`src/rtl/reg_wr_arbiter_pkg.sv`:
```
// Shared definitions for the register-file write arbiter.
// Holds width defaults, the hard-wired zero register index, the round-robin
// pointer encoding and the request payload type.
// Optional feature macro: REG_WR_ARB_BYPASS_EN (see reg_wr_arbiter.sv).
package reg_wr_arbiter_pkg;

    localparam int unsigned DATA_WIDTH = 32;
    localparam int unsigned ADDR_WIDTH = 5;

    // Register 0 is hard-wired; writes to it are dropped by the register file.
    localparam int unsigned ZERO_REG = 0;

    // Which requester wins the next contended cycle.
    typedef enum logic {
        RR_REQ0 = 1'b0,
        RR_REQ1 = 1'b1
    } rr_state_t;

    // Writeback request payload at default widths.
    typedef struct packed {
        logic [ADDR_WIDTH-1:0] addr;
        logic [DATA_WIDTH-1:0] data;
    } wr_req_t;

endpackage

```
`src/rtl/reg_wr_arbiter_if.sv`:
```
// Bundle of the writeback requester ports, register-file write port and
// read-hazard ports of reg_wr_arbiter.
//   master: requesters / read stage (drives valid/addr/data and read addresses)
//   slave : arbiter (drives readies, write port, hazards, optional bypass)
// With REG_WR_ARB_BYPASS_EN defined, byp_s1/s2 valid/data are added.
interface reg_wr_arbiter_if
    import reg_wr_arbiter_pkg::*;
#(
    parameter int unsigned data_width    = DATA_WIDTH,
    parameter int unsigned address_width = ADDR_WIDTH
) ();

    logic                     req0_valid;
    logic                     req0_ready;
    logic [address_width-1:0] req0_addr;
    logic [data_width-1:0]    req0_data;
    logic                     req1_valid;
    logic                     req1_ready;
    logic [address_width-1:0] req1_addr;
    logic [data_width-1:0]    req1_data;
    logic                     write_enable;
    logic [address_width-1:0] address_d;
    logic [data_width-1:0]    data_dval;
    logic [address_width-1:0] rd_addr_s1;
    logic [address_width-1:0] rd_addr_s2;
    logic                     hazard_s1;
    logic                     hazard_s2;
`ifdef REG_WR_ARB_BYPASS_EN
    logic                     byp_s1_valid;
    logic                     byp_s2_valid;
    logic [data_width-1:0]    byp_s1_data;
    logic [data_width-1:0]    byp_s2_data;
`endif

    modport master (
        output req0_valid, req0_addr, req0_data,
        output req1_valid, req1_addr, req1_data,
        output rd_addr_s1, rd_addr_s2,
        input  req0_ready, req1_ready,
        input  write_enable, address_d, data_dval,
        input  hazard_s1, hazard_s2
`ifdef REG_WR_ARB_BYPASS_EN
        , input byp_s1_valid, byp_s2_valid, byp_s1_data, byp_s2_data
`endif
    );

    modport slave (
        input  req0_valid, req0_addr, req0_data,
        input  req1_valid, req1_addr, req1_data,
        input  rd_addr_s1, rd_addr_s2,
        output req0_ready, req1_ready,
        output write_enable, address_d, data_dval,
        output hazard_s1, hazard_s2
`ifdef REG_WR_ARB_BYPASS_EN
        , output byp_s1_valid, byp_s2_valid, byp_s1_data, byp_s2_data
`endif
    );

endinterface

```
`src/rtl/reg_wr_arbiter_rr_arb2.sv`:
```
// Two-requester round-robin arbiter.
//   clock, reset : clock and synchronous active-high reset
//   req[1:0]     : requests (held-entry valid bits)
//   grant[1:0]   : combinational one-hot grant
// The pointer only moves on contention, so a lone requester always wins.
module rr_arb2
    import reg_wr_arbiter_pkg::*;
(
    input  logic       clock,
    input  logic       reset,
    input  logic [1:0] req,
    output logic [1:0] grant
);

    rr_state_t state_q;
    rr_state_t state_d;

    // Pointer register.
    always_ff @(posedge clock) begin
        if (reset) begin
            state_q <= RR_REQ0;
        end else begin
            state_q <= state_d;
        end
    end

    // Grant and pointer update; on contention the favoured side wins and
    // the pointer flips to the other side.
    always_comb begin
        state_d = state_q;
        grant   = req;
        if (&req) begin
            if (state_q == RR_REQ1) begin
                grant   = 2'b10;
                state_d = RR_REQ0;
            end else begin
                grant   = 2'b01;
                state_d = RR_REQ1;
            end
        end
    end

endmodule

```
`src/rtl/reg_wr_arbiter.sv`:
```
// Register-file write-port arbiter for two writeback requesters.
//   clock, reset : clock and synchronous active-high reset
//   bus (slave)  : req0/req1 valid/ready/addr/data, registered write port
//                  write_enable/address_d/data_dval, read addresses
//                  rd_addr_s1/s2 with combinational hazard_s1/s2
// Each requester owns a one-entry hold; rr_arb2 picks between valid holds and
// the winner is loaded into the registered write port.
// Optional macro REG_WR_ARB_BYPASS_EN: a read that only matches the write
// port is forwarded on byp_sX_valid/byp_sX_data instead of raising a hazard.
module reg_wr_arbiter
    import reg_wr_arbiter_pkg::*;
#(
    parameter int unsigned data_width    = DATA_WIDTH,
    parameter int unsigned address_width = ADDR_WIDTH
) (
    input logic             clock,
    input logic             reset,
    reg_wr_arbiter_if.slave bus
);

    logic [1:0]               hold_valid;
    logic [address_width-1:0] hold_addr [2];
    logic [data_width-1:0]    hold_data [2];
    logic [1:0]               grant;
    logic [1:0]               ready;
    logic [1:0]               accept;

    logic                     we_q;
    logic [address_width-1:0] addr_q;
    logic [data_width-1:0]    data_q;

    // A hold can take a new request when empty or when it drains this cycle.
    assign ready  = ~hold_valid | grant;
    assign accept = {bus.req1_valid, bus.req0_valid} & ready;

    assign bus.req0_ready = ready[0];
    assign bus.req1_ready = ready[1];

    rr_arb2 u_arb (
        .clock (clock),
        .reset (reset),
        .req   (hold_valid),
        .grant (grant)
    );

    // Holding registers; a same-cycle accept wins over the grant clear.
    always_ff @(posedge clock) begin
        if (reset) begin
            hold_valid   <= '0;
            hold_addr[0] <= '0;
            hold_addr[1] <= '0;
            hold_data[0] <= '0;
            hold_data[1] <= '0;
        end else begin
            if (accept[0]) begin
                hold_valid[0] <= 1'b1;
                hold_addr[0]  <= bus.req0_addr;
                hold_data[0]  <= bus.req0_data;
            end else if (grant[0]) begin
                hold_valid[0] <= 1'b0;
            end
            if (accept[1]) begin
                hold_valid[1] <= 1'b1;
                hold_addr[1]  <= bus.req1_addr;
                hold_data[1]  <= bus.req1_data;
            end else if (grant[1]) begin
                hold_valid[1] <= 1'b0;
            end
        end
    end

    // Registered write port; address/data keep their last value when idle.
    always_ff @(posedge clock) begin
        if (reset) begin
            we_q   <= 1'b0;
            addr_q <= '0;
            data_q <= '0;
        end else begin
            we_q <= |grant;
            if (grant[1]) begin
                addr_q <= hold_addr[1];
                data_q <= hold_data[1];
            end else if (grant[0]) begin
                addr_q <= hold_addr[0];
                data_q <= hold_data[0];
            end
        end
    end

    assign bus.write_enable = we_q;
    assign bus.address_d    = addr_q;
    assign bus.data_dval    = data_q;

    // Read-address match against uncommitted writes; register 0 never hazards.
    logic s1_nz, s1_hold, s1_out;
    logic s2_nz, s2_hold, s2_out;

    assign s1_nz   = bus.rd_addr_s1 != address_width'(ZERO_REG);
    assign s1_hold = (hold_valid[0] && (hold_addr[0] == bus.rd_addr_s1)) ||
                     (hold_valid[1] && (hold_addr[1] == bus.rd_addr_s1));
    assign s1_out  = we_q && (addr_q == bus.rd_addr_s1);

    assign s2_nz   = bus.rd_addr_s2 != address_width'(ZERO_REG);
    assign s2_hold = (hold_valid[0] && (hold_addr[0] == bus.rd_addr_s2)) ||
                     (hold_valid[1] && (hold_addr[1] == bus.rd_addr_s2));
    assign s2_out  = we_q && (addr_q == bus.rd_addr_s2);

`ifdef REG_WR_ARB_BYPASS_EN
    // Forward from the write port only when no older-in-flight hold matches.
    assign bus.hazard_s1    = s1_nz & s1_hold;
    assign bus.byp_s1_valid = s1_nz & s1_out & ~s1_hold;
    assign bus.byp_s1_data  = data_q;
    assign bus.hazard_s2    = s2_nz & s2_hold;
    assign bus.byp_s2_valid = s2_nz & s2_out & ~s2_hold;
    assign bus.byp_s2_data  = data_q;
`else
    assign bus.hazard_s1 = s1_nz & (s1_hold | s1_out);
    assign bus.hazard_s2 = s2_nz & (s2_hold | s2_out);
`endif

endmodule

```
`src/flat_wrapper.sv`:
```
// flat-port wrapper written by rule: the top's interface ports become plain ports
module reg_wr_arbiter_flat import reg_wr_arbiter_pkg::*;
#(
    parameter int unsigned data_width    = DATA_WIDTH,
    parameter int unsigned address_width = ADDR_WIDTH
)
  (clock, reset, bus_req0_valid, bus_req0_addr, bus_req0_data, bus_req1_valid, bus_req1_addr, bus_req1_data, bus_rd_addr_s1, bus_rd_addr_s2, bus_req0_ready, bus_req1_ready, bus_write_enable, bus_address_d, bus_data_dval, bus_hazard_s1, bus_hazard_s2);
  reg_wr_arbiter_if #(.data_width(data_width), .address_width(address_width)) bus_i ();
  input logic clock;
  input logic reset;
  input wire logic [$bits(bus_i.req0_valid)-1:0] bus_req0_valid;
  input wire logic [$bits(bus_i.req0_addr)-1:0] bus_req0_addr;
  input wire logic [$bits(bus_i.req0_data)-1:0] bus_req0_data;
  input wire logic [$bits(bus_i.req1_valid)-1:0] bus_req1_valid;
  input wire logic [$bits(bus_i.req1_addr)-1:0] bus_req1_addr;
  input wire logic [$bits(bus_i.req1_data)-1:0] bus_req1_data;
  input wire logic [$bits(bus_i.rd_addr_s1)-1:0] bus_rd_addr_s1;
  input wire logic [$bits(bus_i.rd_addr_s2)-1:0] bus_rd_addr_s2;
  output wire logic [$bits(bus_i.req0_ready)-1:0] bus_req0_ready;
  output wire logic [$bits(bus_i.req1_ready)-1:0] bus_req1_ready;
  output wire logic [$bits(bus_i.write_enable)-1:0] bus_write_enable;
  output wire logic [$bits(bus_i.address_d)-1:0] bus_address_d;
  output wire logic [$bits(bus_i.data_dval)-1:0] bus_data_dval;
  output wire logic [$bits(bus_i.hazard_s1)-1:0] bus_hazard_s1;
  output wire logic [$bits(bus_i.hazard_s2)-1:0] bus_hazard_s2;
  assign bus_i.req0_valid = bus_req0_valid;
  assign bus_i.req0_addr = bus_req0_addr;
  assign bus_i.req0_data = bus_req0_data;
  assign bus_i.req1_valid = bus_req1_valid;
  assign bus_i.req1_addr = bus_req1_addr;
  assign bus_i.req1_data = bus_req1_data;
  assign bus_i.rd_addr_s1 = bus_rd_addr_s1;
  assign bus_i.rd_addr_s2 = bus_rd_addr_s2;
  assign bus_req0_ready = bus_i.req0_ready;
  assign bus_req1_ready = bus_i.req1_ready;
  assign bus_write_enable = bus_i.write_enable;
  assign bus_address_d = bus_i.address_d;
  assign bus_data_dval = bus_i.data_dval;
  assign bus_hazard_s1 = bus_i.hazard_s1;
  assign bus_hazard_s2 = bus_i.hazard_s2;
  reg_wr_arbiter #(.data_width(data_width), .address_width(address_width)) u_core (.clock(clock), .reset(reset), .bus(bus_i));
endmodule
```
`config.mk`:
```
export PLATFORM = sky130hd
export DESIGN_NAME = reg_wr_arbiter_flat
export DESIGN_NICKNAME = d
export VERILOG_FILES = /design/src/rtl/reg_wr_arbiter_pkg.sv /design/src/rtl/reg_wr_arbiter_if.sv /design/src/rtl/reg_wr_arbiter_rr_arb2.sv /design/src/rtl/reg_wr_arbiter.sv /design/src/flat_wrapper.sv
export SDC_FILE = /design/constraint.sdc
export NUM_CORES = 1
export LEC_CHECK = 0
export CELL_PAD_IN_SITES_DETAIL_PLACEMENT = 1
export CELL_PAD_IN_SITES_GLOBAL_PLACEMENT = 1
export CORE_ASPECT_RATIO = 0.5
export CORE_MARGIN = 4
export CORE_UTILIZATION = 35
export DETAILED_ROUTE_END_ITERATION = 7
export GPL_ROUTABILITY_DRIVEN = 0
export PLACE_DENSITY_LB_ADDON = 0.1
export SYNTH_ARGS = -nofsm -noshare
export SYNTH_HDL_FRONTEND = slang
export SYNTH_SLANG_ARGS = --single-unit
```
`constraint.sdc`:
```
create_clock -name clock -period 5.45 [get_ports clock]
set_input_delay 0.545 -clock clock [delete_from_list [all_inputs] [get_ports clock]]
set_output_delay 0.545 -clock clock [all_outputs]
set_load 0.02 [all_outputs]
```
* Word level (Yosys, flattened, before mapping)
Memories as Yosys holds them, arrays and structs flattened.
Cells that the tools add are included.
Widths: inputs -> output; s select.
** Storage, ports and cells
- Register bits :: 41
- Memory bits (writable) :: 74
- Bits of input ports :: 88
- Memories :: 2
** Cells by class
- Eq/ne operators :: 6
- Muxes and demuxes :: 23
- Bitwise operators :: 11
- Reduce and logical (&&, ||, !) cells :: 15
** Memories
- u_core.hold_data :: depth 2, bits a word 32, read ports 2, clocked after Yosys merged registers in 0, wr ports 2, line reg_wr_arbiter.sv:23 : logic [data_width-1:0] hold_data [2];
- u_core.hold_addr :: depth 2, bits a word 5, read ports 2, clocked after Yosys merged registers in 0, wr ports 2, line reg_wr_arbiter.sv:22 : logic [address_width-1:0] hold_addr [2];
** Operators with widths (count)
- $mux 32 :: 4
- $eq 5x5->1 :: 6
- $mux 5 :: 4
- $mux 1 :: 13
- $reduce_bool 5->1 :: 2
- $logic_and 1x1->1 :: 6
- $or 1x1->1 :: 6
- $reduce_bool 2->1 :: 3
- $mux 2 :: 2
- $and 1x1->1 :: 2
- $and 2x2->2 :: 1
- $logic_or 1x1->1 :: 2
- $not 2->2 :: 1
- $or 2x2->2 :: 1
- $reduce_and 2->1 :: 1
- $reduce_or 2->1 :: 1

* Longest topological paths before layout
Gate-level depths: netlist of the first run.
- Depth in word-level cells :: 8
- Depth in mapped cells :: 7

* Hierarchy
Synthesis of the first run repeated with hierarchy kept, for this count alone.
** Unflattened totals
- Cell total of the unflattened synthesis :: 429
- Area total of the unflattened synthesis :: 4956.0 um^2
** Modules (own cells, without submodules)
- reg_wr_arbiter :: times used 1, cells an instance 422, area each 4890.9 um^2, seq. area each 3022.9 um^2
- rr_arb2 :: times used 1, cells an instance 7, area each 65.1 um^2, seq. area each 20.0 um^2

* Worst setup path after synthesis of the first run
Ideal clock, no wire load.
- Kind :: input to register
- Start :: input port reset
- End :: memory u_core.hold_addr[0][0] in the netlist's numbering, enable pin
- Library setup time :: 0.393 ns
- Arrival time :: 1.881 ns
- Data required time :: 5.057 ns
- Path slack :: 3.177 ns
- Stages on the path :: 3
- Path buffers :: 2
- Path through :: clkbuf_1 > clkbuf_1 > a21o_1
** RTL lines
- start, declared :: line flat_wrapper.sv:10 : input logic reset;
- end, declared :: line reg_wr_arbiter.sv:22

* Worst setup path in the final report of the first run
- Start :: register u_core.hold_valid[1]
- End :: output port bus_req1_ready
** On the way
- Cells in the longest elaborated chain, start to end :: 3
** Ends and longest elaborated chain
- start, declared :: line reg_wr_arbiter.sv:21 : logic [1:0] hold_valid;
- start signal, assigned :: line reg_wr_arbiter.sv:49 : hold_valid <= '0;
- start signal, assigned :: line reg_wr_arbiter.sv:63 : hold_valid[1] <= 1'b1;
- start signal, assigned :: line reg_wr_arbiter.sv:67 : hold_valid[1] <= 1'b0;
- $reduce_and 2->1 :: line reg_wr_arbiter_rr_arb2.sv:32 : if (&req) begin
- $mux 2 :: line reg_wr_arbiter_rr_arb2.sv:32
- $or 2x2->2 (*) :: line reg_wr_arbiter.sv:33 : assign ready = ~hold_valid | grant;
- end, declared :: line flat_wrapper.sv:20 : output wire logic [$bits(bus_i.req1_ready)-1:0] bus_req1_ready;
Every way passes the cells marked *; elsewhere a longest branch is shown, timed or not.

==> impl_metrics.json, run 1 <==
{
  "synth_top_cell_by_area": "edfxtp_1",
  "path_clk_slew_ns": 0.06,
  "fmax_mhz": 322,
  "synth_fa_ha_area_frac": 0,
  "cts_max_level": 4,
  "arrival_ns": 2.56,
  "slew_headroom": 0.307,
  "drtIter0Drc": 162,
  "finalHoldViolations": 0,
  "dieArea_um2": 17000,
  "synth_top_area_share": 0.427,
  "synth-edff-count": 74,
  "routed_wl_mm": 13.7,
  "netlist_area_um2": 5210,
  "r2r_slack_ns": 2.75,
  "syn_area_per_cell_um2": 11.4,
  "die_w_um": 181,
  "r2r-end": "u_core.hold_data[0][7]",
  "clk_latency_ns": 0.40,
  "crit_start": "u_core.hold_valid[1]",
  "synthXorXnorAreaFrac": 0.0504,
  "crit_required_ns": 4.91,
  "cts_tree": "done",
  "cp-start-kind": "flip-flop",
  "outcome": "complete, no violations",
  "rr_worst_depth": 4,
  "dieHeight_um": 94.3,
  "drv_slew": 0,
  "yosysMostFrequentCell": "and2_1",
  "setup_tns_ns": 0,
  "layout_min_cycle_time_ns": 3.10,
  "synthTopCellsByArea": "edfxtp_1 (43%), dfxtp_1 (16%), and2_1 (9.0%), o221a_2 (5.6%), xor2_1 (4.2%)",
  "drt_first_pass_iters": 4,
  "row_count": 31,
  "post_drt_wl_per_cell_um": 17.5,
  "ys_async_sr_fraction": 0,
  "rsz0062_at_grt": "false",
  "synth_top_family_by_area": "compound AO/OA/AOI/OAI gates",
  "yosys.area_share.simple": 0.142,
  "skew_ns": 0.0164,
  "worstReg2RegStart": "u_core.u_arb.state_q",
  "hold_path.startpoint": "u_core.bus.data_dval[29]",
  "fin_crit_sh": 0.570,
  "ir_drop_mv": 0.231,
  "initial_utilization": 0.359,
  "synth_cell_types": 31,
  "diodes": 0,
  "min_path_type": "reg -> reg",
  "final_nets": 660,
  "cts_buffers": 17,
  "track_usage": 0.163,
  "crit_type": "reg -> out",
  "holdPathEnd": "u_core.bus.data_dval[29]",
  "drv_cap": 0,
  "worst_slack_ns": 2.35,
  "ys.flop_type": "edfxtp_1",
  "syn_inst": 457,
  "syn_to_final_growth_pct": 37.7,
  "cts-root-buf": "clkbuf_16",
  "dpl.hpwl_mm": 8.43,
  "grt_pass1_vias": 4031,
  "synthMuxAreaShare": 0.0211,
  "path_max_fanout": 88,
  "synth-compound-area-share": 0.149,
  "place_ws_ns": 2.39,
  "setup_violations": 0,
  "antenna_found_initial": 1,
  "cts_setup_buffers": 0,
  "drive_gt1_frac": 0.116,
  "min_path_cells": 2,
  "grt_max_degree": 89,
  "via_per_inst": 4.86,
  "endpoint_kind": "output pin",
  "synth_warnings": 0,
  "port_buffers": 129,
  "cts_resized": 0,
  "vias": 3808,
  "synth_fp_nets": 545,
  "cts.sinks": 115,
  "yosysSeqAreaShare": 0.584,
  "clock_path_buffers": 2,
  "final_antenna_net_count": 0,
  "ys_seq_elements": 115,
  "drc": 0,
  "ios": 130,
  "synth_common_cells": "and2_1 (75), edfxtp_1 (74), dfxtp_1 (41), nor2_1 (41), a21oi_1 (31)",
  "grt_overflow_total": 0,
  "grt_pass1_wl_mm": 21.6,
  "power_density_nw_per_um2": 344,
  "p_leak_nw": 2.77,
  "holdBufCountCts": 0,
  "total_power_mw": 2.47,
  "core_area_um2": 14500,
  "worstMarginPinSlew_ns": 1.04
}
==> cell usage in the layout, fill, tap and decap left out, drive strengths merged, types with 3 or more instances in the layout <==
| master | netlist | layout |
|---|---|---|
| clkdlybuf4s50 | 0 | 128 |
| and2 | 75 | 75 |
| edfxtp | 74 | 74 |
| nor2 | 41 | 41 |
| dfxtp | 41 | 41 |
| a21oi | 31 | 31 |
| inv | 29 | 29 |
| a31oi | 26 | 26 |
| o221a | 26 | 26 |
| xor2 | 25 | 25 |
| clkbuf | 12 | 22 |
| mux2i | 11 | 11 |
| a211oi | 11 | 11 |
| nor4 | 6 | 6 |
| xnor2 | 5 | 5 |
| clkinv | 0 | 5 |
| nand2 | 4 | 4 |
| nand3 | 3 | 3 |
| clkinvlp | 0 | 3 |
==> sequential cells by signal, summed over array words and instances (netlist names) <==
signal / count
u_core.bus.write_enable: 1
u_core.bus.data_dval: 32
u_core.hold_data: 64
u_core.hold_addr: 10
u_core.hold_valid: 2
u_core.u_arb.state_q: 1
u_core.bus.address_d: 5
==> critical path: stages, from the launching register on <==
cell and delay (ns):
dfxtp_4 0.99, nand2_1 0.23, or2_2 0.37, clkdlybuf4s50_1 0.57
==> where the power goes <==
group / switching (mW) / total [mW] / internal, mW / leakage [nW]
Sequential: 0.0602 / 1.07 / 1.01 / 1.15
Combinational: 0.148 / 0.320 / 0.172 / 1.34
Clock: 0.383 / 1.08 / 0.694 / 0.274
==> logic make-up (layout without fill, tap and decap cells) <==
| kind of cell | after synthesis | after routing |
|---|---|---|
| simple gates | 136 | 136 |
| compound gates | 102 | 102 |
| xor+xnor | 30 | 30 |
| flops | 115 | 115 |
| buf+inv | 63 | 191 |
| mux | 11 | 11 |
==> routing by layer <==
layer | vias up | global-route usage | part of all wire
li1 | 1865 | - | -
met1 | 1844 | 0.202 | 0.45
met2 | 83 | 0.282 | 0.50
met3 | 14 | 0.0449 | 0.040
met4 | 2 | 0.0447 | 0.011
met5 | - | 0 | 0.00095
==> area by class of cell <==
| cell class | instances | area, um^2 |
|---|---|---|
| Clock buffer | 22 | 464 |
| Clock inverter | 10 | 110 |
| Fill cell | 1551 | 7330 |
| Inverter | 29 | 109 |
| Multi-Input combinational cell | 279 | 1900 |
| Sequential cell | 115 | 3050 |
| Tap cell | 198 | 248 |
| Timing Repair Buffer | 130 | 1290 |
==> worst max path at each step <==
| stage | to | slack [ns] | cells past startpoint |
|---|---|---|---|
| final | bus_req1_ready | 2.35 | 3 |
| after CTS | bus_req1_ready | 2.31 | 3 |
| after global routing | bus_req1_ready | 2.18 | 3 |
| after floorplan | u_core.hold_addr[0][0] | 3.18 | 3 |
| after detailed placement | bus_hazard_s1 | 2.39 | 6 |
| after global placement | bus_hazard_s1 | 2.46 | 6 |
==> through the flow <==
step | instance area, um^2 | hold slack, ns | std cells | util
after floorplan | 5210 | 0.503 | 457 | -
after global placement | 6600 | 0.491 | 751 | 0.455
after detailed placement | 6600 | 0.497 | 751 | 0.455
after CTS | 7170 | 0.505 | 783 | 0.494
after global routing | 7170 | 0.519 | 783 | 0.494
final | 7170 | 0.501 | 783 | 0.494
(Power assumes the default switching activity.)
==> inputs of run 2 (changes only) <==
==> constraint.sdc (replaced) <==
create_clock -name clock -period 2.7 [get_ports clock]
set_input_delay 0.27 -clock clock [delete_from_list [all_inputs] [get_ports clock]]
set_output_delay 0.27 -clock clock [all_outputs]
set_load 0.02 [all_outputs]
==> impl_metrics.json, run 2 (synthesis results as in run 1) <==
{
  "endpoint_kind": "output pin",
  "finalHoldViolations": 0,
  "layout_common_cells": "clkdlybuf4s50_1 (127), and2_1 (75), edfxtp_1 (74)",
  "final_nets": 667,
  "crit_chain": "xor2_1 -> nor4_1 -> nand3_1 -> a21oi_1 -> clkdlybuf4s50_1",
  "track_usage": 0.168,
  "cp-start-kind": "flip-flop",
  "grt_overflow_total": 0,
  "via_per_inst": 4.92,
  "min_path_type": "in -> reg",
  "holdPathEnd": "u_core.bus.write_enable",
  "p_leak_nw": 2.84,
  "fin_hold_ws_ns": 0.468,
  "vias": 3890,
  "largest_reg_flops": 64,
  "antenna_found_initial": 1,
  "cp_num_buf_inv": 1,
  "ios": 130,
  "core_area_um2": 14500,
  "hold_path.startpoint": "reset",
  "port_buffers": 129,
  "skew_ns": 0.0132,
  "die_w_um": 181,
  "regMostFlops": "u_core.hold_data",
  "row_count": 31,
  "post_drt_wl_per_cell_um": 17.7,
  "final_antenna_net_count": 0,
  "crit_type": "reg -> out",
  "routed_wl_mm": 14.0,
  "crit_family": "buffers and inverters",
  "cts-root-buf": "clkbuf_16",
  "dieHeight_um": 94.3,
  "drc": 0,
  "rsz0062_at_grt": "false",
  "cts.sinks": 115,
  "fmax_mhz": 382,
  "dieArea_um2": 17000,
  "clk_latency_ns": 0.41,
  "dpl.hpwl_mm": 8.52,
  "crit_start": "u_core.hold_addr[0][9]",
  "cts_tree": "done",
  "holdBufCountCts": 0,
  "clock_path_buffers": 2,
  "worstMarginPinSlew_ns": 1.06,
  "final_common_cell": "clkdlybuf4s50_1",
  "r2r-end": "u_core.hold_data[0][57]",
  "rr_worst_depth": 3,
  "slew_headroom": 0.290,
  "grt_max_degree": 73,
  "worstReg2RegStart": "u_core.hold_valid[1]",
  "outcome": "complete, no violations",
  "drt_first_pass_iters": 4,
  "initial_utilization": 0.359,
  "grt_pass1_vias": 4192,
  "utilization": 0.502,
  "ir_drop_mv": 0.470,
  "diodes": 0,
  "drtIter0Drc": 94,
  "path_max_fanout": 4,
  "cts_buffers": 17,
  "crit_required_ns": 2.43,
  "cp_slowest_cell": "clkdlybuf4s50_1",
  "path_clk_slew_ns": 0.06,
  "min_path_cells": 3,
  "r2r_slack_ns": 0.71,
  "cp_slowest_stage_delay_ns": 0.62,
  "layout_min_cycle_time_ns": 2.62,
  "drv_slew": 0,
  "power_density_nw_per_um2": 705,
  "grt_pass1_wl_mm": 22.1,
  "drv_cap": 0,
  "drive_gt1_frac": 0.130,
  "total_power_mw": 5.14,
  "syn_to_final_growth_pct": 39.9,
  "setup_violations": 0,
  "fin_crit_sh": 0.969,
  "cts_max_level": 4,
  "setup_tns_ns": 0,
  "arrival_ns": 2.35
}
## run 2: cell count changes in the layout (fill, tap and decap cells not counted), moves of 2 or more
cell | previous run | this run
buf_4 | 1 | 6
inv_6 | 0 | 4
clkinv_2 | 3 | 0
buf_12 | 0 | 2
clkbuf_1 | 3 | 1
clkbuf_8 | 2 | 0
clkinv_4 | 1 | 3
## run 2: where the power goes
part | internal [mW] | switching [mW] | total (mW)
registers | 2.04 | 0.0888 | 2.12
clock network | 1.46 | 0.857 | 2.32
logic | 0.358 | 0.336 | 0.694
## run 2: timing repair
action	CTS	global route
endpoints found under the setup margin	0	1
setup buffers	0	0
gates resized for setup	0	1
## run 2: worst max-delay path by stage
stage	to	cells past startpoint
floorplan	u_core.hold_addr[0][0]	5
global placement	bus_hazard_s1	6
detailed placement	bus_hazard_s2	6
CTS	bus_hazard_s2	5
global route	bus_hazard_s2	5
finish	bus_hazard_s2	5
## run 2: worst reg2reg max path, stage by stage (launching register included)
cell and delay [ns]:
dfxtp_4 0.42, nand2_1 0.15, or2_2 0.17, a21o_2 0.85
## run 2: layout make-up
| cell class | count | area (um^2) |
|---|---|---|
| Clock inverter | 14 | 178 |
| Sequential cell | 115 | 3050 |
| Tap cell | 198 | 248 |
| Multi-Input combinational cell | 279 | 1900 |
| Clock buffer | 18 | 429 |
| Fill cell | 1550 | 7220 |
| Timing Repair Buffer | 137 | 1370 |
| Inverter | 29 | 109 |
## run 2: metal layers
metal	up-vias	track usage	wire length, um	share of wire
met4	2	0.0516	163	0.012
met1	1910	0.202	6150	0.44
met3	17	0.0514	579	0.042
met5	-	0	8	0.00057
met2	83	0.294	7050	0.51
li1	1878	-	-	-
## run 2: per-stage QoR
step	instance area, um^2	setup WS (ns)	std cells
2_1_floorplan	5210	0.446	457
3_3_place_gp	6680	0.283	758
3_5_place_dp	6680	0.224	758
4_1_cts	7280	0.0673	790
5_1_grt	7280	0.0263	790
6_report	7280	0.0845	790
